**src/rtl/dmul_pkg.sv**
```systemverilog
// Shared types for the rotation stochastic multiplier: FSM state encoding
// and the width of the ones counter.
package dmul_pkg;

  typedef enum logic {
    IDLE = 1'b0,
    RUN  = 1'b1
  } state_e;

  // A full run is 2^(2*WIDTH) bits, so its ones count needs 2*WIDTH+1 bits.
  function automatic int cnt_w(input int width);
    return 2 * width + 1;
  endfunction

endpackage

```
**src/rtl/dmul_rot_param_sng_cmp.sv**
```systemverilog
// Stochastic number generator comparator: emits 1 while the operand exceeds
// the running counter, producing a unary stream of density val/2^WIDTH.
module sng_cmp #(
  parameter int WIDTH = 8
) (
  input  logic [WIDTH-1:0] val_i,
  input  logic [WIDTH-1:0] cnt_i,
  output logic             bit_o
);

  assign bit_o = (val_i > cnt_i);

endmodule

```
**src/rtl/dmul_rot_param.sv**
```systemverilog
// Deterministic rotation-based stochastic multiplier (AND / XNOR product stream).
// Define DMUL_ACC_EN to build the oCnt ones accumulator; otherwise oCnt is tied to 0.
module dmul_rot_param
  import dmul_pkg::*;
#(
  parameter int WIDTH   = 8,
  parameter bit BIPOLAR = 1'b0
) (
  input  logic                       clk,
  input  logic                       rst_n,
  input  logic [WIDTH-1:0]           iA,
  input  logic [WIDTH-1:0]           iB,
  input  logic                       loadA,
  input  logic                       loadB,
  output logic                       oC,
  output logic                       oValid,
  output logic                       oDone,
  output logic                       oBusy,
  output logic [cnt_w(WIDTH)-1:0]    oCnt
);

  localparam logic [WIDTH-1:0] CNT_MAX = '1;

  state_e           state_q;
  logic [WIDTH-1:0] a_q, b_q, cnt_a_q, cnt_b_q;
  logic             got_a_q, got_b_q;
  logic             c_q, vld_q, done_q;
  logic             a_bit, b_bit, c_d;
  logic             entry, restart, last;

  sng_cmp #(.WIDTH(WIDTH)) u_cmp_a (.val_i(a_q), .cnt_i(cnt_a_q), .bit_o(a_bit));
  sng_cmp #(.WIDTH(WIDTH)) u_cmp_b (.val_i(b_q), .cnt_i(cnt_b_q), .bit_o(b_bit));

  assign c_d     = BIPOLAR ? ~(a_bit ^ b_bit) : (a_bit & b_bit);
  assign entry   = (state_q == IDLE) && got_a_q && got_b_q;
  assign restart = (state_q == RUN) && (loadA || loadB);
  assign last    = (cnt_a_q == CNT_MAX) && (cnt_b_q == CNT_MAX);

  always_ff @(posedge clk or negedge rst_n) begin
    if (!rst_n) begin
      state_q <= IDLE;
      a_q     <= '0;
      b_q     <= '0;
      got_a_q <= 1'b0;
      got_b_q <= 1'b0;
      cnt_a_q <= '0;
      cnt_b_q <= '0;
      c_q     <= 1'b0;
      vld_q   <= 1'b0;
      done_q  <= 1'b0;
    end else begin
      c_q    <= 1'b0;
      vld_q  <= 1'b0;
      done_q <= 1'b0;
      if (loadA) a_q <= iA;
      if (loadB) b_q <= iB;
      case (state_q)
        IDLE: begin
          if (loadA) got_a_q <= 1'b1;
          if (loadB) got_b_q <= 1'b1;
          if (got_a_q && got_b_q) begin
            state_q <= RUN;
            got_a_q <= 1'b0;
            got_b_q <= 1'b0;
            cnt_a_q <= '0;
            cnt_b_q <= '0;
          end
        end
        RUN: begin
          vld_q <= 1'b1;
          // A reload emits one filler 0 bit while the counters rewind.
          if (loadA || loadB) begin
            cnt_a_q <= '0;
            cnt_b_q <= '0;
          end else begin
            c_q     <= c_d;
            cnt_a_q <= cnt_a_q + 1'b1;
            if (cnt_a_q == CNT_MAX) cnt_b_q <= cnt_b_q + 1'b1;
            if (last) begin
              done_q  <= 1'b1;
              state_q <= IDLE;
            end
          end
        end
        default: state_q <= IDLE;
      endcase
    end
  end

  assign oC     = c_q;
  assign oValid = vld_q;
  assign oDone  = done_q;
  assign oBusy  = (state_q == RUN);

`ifdef DMUL_ACC_EN
  logic [cnt_w(WIDTH)-1:0] acc_q;

  // Counts with the bit being registered so oCnt is final alongside oDone.
  always_ff @(posedge clk or negedge rst_n) begin
    if (!rst_n) begin
      acc_q <= '0;
    end else if (entry || restart) begin
      acc_q <= '0;
    end else if ((state_q == RUN) && c_d) begin
      acc_q <= acc_q + 1'b1;
    end
  end

  assign oCnt = acc_q;
`else
  assign oCnt = '0;
`endif

endmodule

```
**config.mk**
```make
export PLATFORM = sky130hd
export DESIGN_NAME = dmul_rot_param
export DESIGN_NICKNAME = d
export VERILOG_FILES = /design/src/rtl/dmul_pkg.sv /design/src/rtl/dmul_rot_param_sng_cmp.sv /design/src/rtl/dmul_rot_param.sv
export SDC_FILE = /design/constraint.sdc
export NUM_CORES = 1
export LEC_CHECK = 0
export CAP_MARGIN = 0
export CELL_PAD_IN_SITES_DETAIL_PLACEMENT = 0
export CELL_PAD_IN_SITES_GLOBAL_PLACEMENT = 1
export CORE_MARGIN = 3
export CORE_UTILIZATION = 38
export DETAILED_ROUTE_END_ITERATION = 6
export GPL_ROUTABILITY_DRIVEN = 1
export GPL_TIMING_DRIVEN = 0
export PLACE_DENSITY = 0.84
export SKIP_LAST_GASP = 1
export SYNTH_ARGS = -nofsm -noshare
export SYNTH_HDL_FRONTEND = slang
export SYNTH_HIERARCHICAL = 1
export SYNTH_SLANG_ARGS = --single-unit
export TNS_END_PERCENT = 5
```
**constraint.sdc**
```tcl
create_clock -name clk -period 1.8 [get_ports clk]
set_input_delay 0.45 -clock clk [delete_from_list [all_inputs] [get_ports clk]]
set_output_delay 0.45 -clock clk [all_outputs]
set_load 0.02 [all_outputs]
```
**After elaboration in Yosys (flattened, before gate mapping)**

Cells that the tools add are included.

- Add/subtract/negate cells: 2
- $lt $le $gt $ge: 2
- Equality and inequality tests: 4
- Multiplexer cells: 20
- Bitwise gates (word level): 2
- Reductions and logical operators: 8

Operators by type and width:

| cell | number |
|---|---|
| two-way mux 8 bit | 4 |
| case mux 8 bit (2 select lines) | 2 |
| adder 8 x 1 -> 8 bit (second input constant) | 2 |
| equality test 8 bit (second input constant) | 2 |
| greater-than comparator 8 bit | 2 |
| two-way mux 1 bit | 13 |
| AND reduction 2 bit | 3 |
| nonzero test 2 bit | 2 |
| != test 3 x 1 -> 1 bit (second input constant) | 1 |
| logical AND 1 bit | 2 |
| != test 2 x 1 -> 1 bit (second input constant) | 1 |
| case mux 1 bit (2 select lines) | 1 |
| bitwise AND 1 bit | 1 |
| logical OR 1 bit | 1 |
| inverter 1 bit | 1 |

- Flip-flop bits (word level): 38
- Bits of input ports: 20
- Output and inout port bits: 21
- Word-level logic and storage cells: 48

**Logic depth before layout (Yosys ltp)**

- Word-level depth: 5
- Gate-level depth with buffers: 7
- Mapped depth without buffers: 7

**Hierarchy**

Netlist, hierarchy kept.

By module, submodules not included:

| module | times used | cells an instance | area each (um^2) | sequential area each (um^2) |
|---|---|---|---|---|
| dmul_rot_param | 1 | 161 | 1804.2 | 950.9 |
| sng_cmp | 2 | 27 | 216.5 | 0.0 |

**Worst setup path before layout**

Ideal clock, no wire load.

- Path type: reg2reg
- From: reg cnt_a_q[3]
- To: reg c_q, in the netlist oC
- Setup time: 0.120 ns
- Arrival: 1.304 ns
- Data required time: 1.680 ns
- Path slack: 0.377 ns
- Cell stages (with the launch flop): 7
- Buffers on the path: 0
- Clock period less this slack: 1.423 ns
- Path through: dfrtp_1 > inv_1 > ha_1 > a21oi_1 > a21oi_2 > o22a_1 > and3_1

- Cells in the longest elaborated chain, start to end: 4

Ends and longest elaborated chain:

| item | line | text |
|---|---|---|
| from (decl) | dmul_rot_param.sv:25 | `logic [WIDTH-1:0] a_q, b_q, cnt_a_q, cnt_b_q;` |
| from (signal assigned) | dmul_rot_param.sv:77 | `cnt_a_q <= cnt_a_q + 1'b1;` |
| greater-than comparator 8 bit | dmul_rot_param_sng_cmp.sv:11 | `assign bit_o = (val_i > cnt_i);` |
| named net a_bit | dmul_rot_param.sv:28 | `logic a_bit, b_bit, c_d;` |
| bitwise AND 1 bit | dmul_rot_param.sv:34 | `assign c_d = BIPOLAR ? ~(a_bit ^ b_bit) : (a_bit & b_bit);` |
| two-way mux 1 bit | dmul_rot_param.sv:72 | `if (loadA \|\| loadB) begin` |
| two-way mux 1 bit | dmul_rot_param.sv:57 | `case (state_q)` |
| to (signal assigned) | dmul_rot_param.sv:48 | `c_q <= 1'b0;` |
| to (signal assigned) | dmul_rot_param.sv:52 | `c_q <= 1'b0;` |
| to (signal assigned) | dmul_rot_param.sv:76 | `c_q <= c_d;` |
| to (decl) | dmul_rot_param.sv:27 | `logic c_q, vld_q, done_q;` |

The timed path passes the listed nets, and every way through them passes these cells.
A chain may end at the register's enable or synchronous reset.

**Final worst setup path**

- From: in loadB
- To: reg state_q, in the netlist oBusy

- Cells in the longest elaborated chain, start to end: 3

Ends and longest elaborated chain:

| item | line | text |
|---|---|---|
| from (decl) | dmul_rot_param.sv:14 | `input logic loadB,` |
| logical OR 1 bit | dmul_rot_param.sv:72 |  |
| two-way mux 1 bit | dmul_rot_param.sv:72 |  |
| case mux 1 bit (2 select lines) | dmul_rot_param.sv:57 |  |
| to (signal assigned) | dmul_rot_param.sv:62 | `state_q <= RUN;` |
| to (signal assigned) | dmul_rot_param.sv:81 | `state_q <= IDLE;` |
| to (signal assigned) | dmul_rot_param.sv:85 | `default: state_q <= IDLE;` |
| to (decl) | dmul_rot_param.sv:24 | `state_e state_q;` |

Every way passes these cells.

==> run metrics <==
status=finished clean; Critical Path Slowest Stage Cell=clkdlybuf4s50_1; CP Buf/Inv Count=2; remaining antenna violation count after routing=0; Vias=1640; Top FF cell, synth=dfrtp_1; GRT overflow=0; Reg2Reg Depth=6; Worst-Skew Late Latency=0.29 ns; fin nets=299; Critical Path End=oBusy; WP data arrival=1.87 ns; register area share after synthesis=0.425; Syn Area/Cell=10.4 µm²; number of global-route vias before repair=1458; Finished Layout Cells=334; initial core utilization=0.399; # DRC=0; critical path class=input port to register; Root Buffer=clkbuf_8; Yosys reg bits=38; fin crit period=1.72 ns; top cell type's share of synthesized area=0.425; DP Wirelength=3000 µm; crit-path cells=clkdlybuf4s50_1 > buf_2 > nor3b_4 > nand4_1 > nor3_2 > nor2_1; reg-to-reg endpoint=oC; row count=27; largest net degree at the start of global routing=39; Critical R2R Launch=cnt_a_q[3]; CP Launch Type=input port; Async SR Flop Fraction=1.00; Port Buf Inserts=23; Clock Sink Count=38; setup bufs post-CTS=0; type of the worst min-delay path=input port to asynchronous set/reset pin; mapped cell area=2240 µm²; RSZ-0062 raised after global routing=true; WP data required=1.95 ns; initial DRC count=111; combinational share of power=0.161; fraction of power spent switching nets=0.236; Worst Tran Pin Value=0.863 ns; top post-synthesis cells by area=dfrtp_1 43%, ha_1 10%, mux2_2 8.1%; vias per inst=4.91; post-route setup TNS=0 ns; CTS tree=built; yosys warns=6; final hold vios=0; routed wire length=4050 µm; Yosys top cell by area=dfrtp_1; Max IR drop VDD=0.227 mV; initial antenna violation count=0; clock buffer depth=2; EDFF count, synth=0; Max-slew headroom=0.425; WL/cell=12.1 µm; die height=82.7 µm; Largest stage delay, worst path=0.42 ns; Hold Buf Count CTS=0; critical path capture point type=register; core area=5610 µm²; # Max-Cap Violations=0; Seq pwr share=0.476; clock share of power=0.363; Top delay family on crit path=simple AND/OR/NAND/NOR gates; IO Pins=41; most frequent cell after synthesis=dfrtp_1; number of cells on the critical path=6; Final setup viols=0; R2R setup slack=0.21 ns; maximum clock frequency=582 MHz; Netlist cell types=40; share of cells above drive strength 1=0.225; die area=6840 µm²; Placed Instances=326; cell internal pwr=0.00147 W; cells after synthesis=215; fin. max-slew vios=0; Leak=1.22 nW; Clock Skew=0.00846 ns; number of CTS-inserted buffers=5; H-tree depth=2; Layout fillers=533; first-pass GRT wire length=6650 µm; P_sw=0.000453 W; gp weighted congestion=0.822; top cells by count, synth=38 x dfrtp_1, 19 x inv_1, 18 x ha_1; final period utilization=0.955; first drt pass iteration count=5; Layout area overhead=22.1%; Antenna diodes=0; power density cells=704 nW/µm²; Critical Path Start=loadB; crit-path max FO=10; gr usage total=0.128; CTS clock-pin slew for the worst setup and hold paths=0.08 ns; Die Width=82.7 µm
-- cells by family (layout without fill, tap and decap cells) --
group	Yosys count	in the layout	share of synthesized area
AND/OR/NAND/NOR	51	51	0.139
XOR/XNOR	1	1	0.00392
adder cells (fa/ha/maj)	18	18	0.101
AO/OA/AOI/OAI	49	49	0.144
flip-flops	38	38	0.425
multiplexers	17	17	0.0850
other	1	17	0.00168
buffers and inverters	40	71	0.101
-- power groups by stage --
stage / Sequential [W] / Clock (W) / Combinational [W]
2_1_floorplan: 0.000929 / 0 / 0.000217
3_3_place_gp: 0.000932 / 0 / 0.000303
3_5_place_dp: 0.000933 / 0 / 0.000309
4_1_cts: 0.000916 / 0.000723 / 0.000310
5_1_grt: 0.000921 / 0.000764 / 0.000344
6_report: 0.000916 / 0.000699 / 0.000309
-- metrics by stage --
stage	total power, W	setup slack (ns)	utilization	instance area, µm²	hold slack (ns)
CTS	0.00195	0.00399	0.485	2720	0.300
floorplan	0.00115	0.377	-	2300	0.154
finish	0.00192	0.0817	0.487	2730	0.272
global placement	0.00124	-0.659	0.467	2620	0.491
global route	0.00203	-0.000463	0.487	2730	0.340
detailed placement	0.00124	-0.284	0.466	2610	0.496
-- what timing repair did --
item,4_1_cts,5_1_grt
endpoints found under the setup margin,1,3
gates resized for setup,1,3
pin swaps,0,2
-- layer usage --
layer / wire length, µm / global-route usage / vias to the layer above
li1: - / - / 831
met1: 1830 / 0.164 / 763
met2: 1940 / 0.211 / 39
met3: 207 / 0.0293 / 7
met4: 79 / 0.0458 / 0
met5: 0 / 0 / -
-- cell type report --
| cell class | instances | area, µm² | area share |
|---|---|---|---|
| Multi-Input combinational cell | 153 | 1130 | 0.415 |
| Sequential cell | 38 | 951 | 0.348 |
| Timing Repair Buffer | 23 | 224 | 0.0820 |
| Buffer | 21 | 156 | 0.0573 |
| Tap cell | 72 | 90.1 | 0.0330 |
| Clock buffer | 7 | 76.3 | 0.0279 |
| Inverter | 19 | 71.3 | 0.0261 |
| Clock inverter | 1 | 30.0 | 0.0110 |
-- layout by cell type, fill, tap and decap left out, types with 2 or more instances in the layout --
master            n
ha_1             18
o31ai_1           2
a21oi_1          12
clkbuf_8          5
o22a_1            2
a22o_1            2
buf_2             3
nand3_1           6
nand2_1          17
nand4_1           6
o21ai_0          11
a31oi_1           2
o211ai_2          2
nor2_1            4
buf_4            17
o21ai_1           5
dfrtp_1          38
a21oi_2           3
nand4_2           2
nor2b_4           2
and3_1            5
clkdlybuf4s50_1  21
inv_1            19
clkbuf_1          2
mux2_2           16
nor3_2            2
a21o_1            3
conb_1           17
-- state kept, by name, summed over array words and instances (netlist names) --
signal,count
got_a_q,1
cnt_a_q,8
cnt_b_q,8
b_q,8
oDone,1
a_q,8
oValid,1
oBusy,1
got_b_q,1
oC,1
-- worst min-delay path by stage --
stage | start | cells after the start | to
floorplan | rst_n | 0 | a_q[0]
global placement | a_q[0] | 1 | a_q[0]
detailed placement | a_q[0] | 1 | a_q[0]
CTS | rst_n | 1 | a_q[3]
global route | rst_n | 1 | a_q[2]
finish | rst_n | 1 | a_q[2]
No activity file was read; power rests on OpenSTA's default activity.
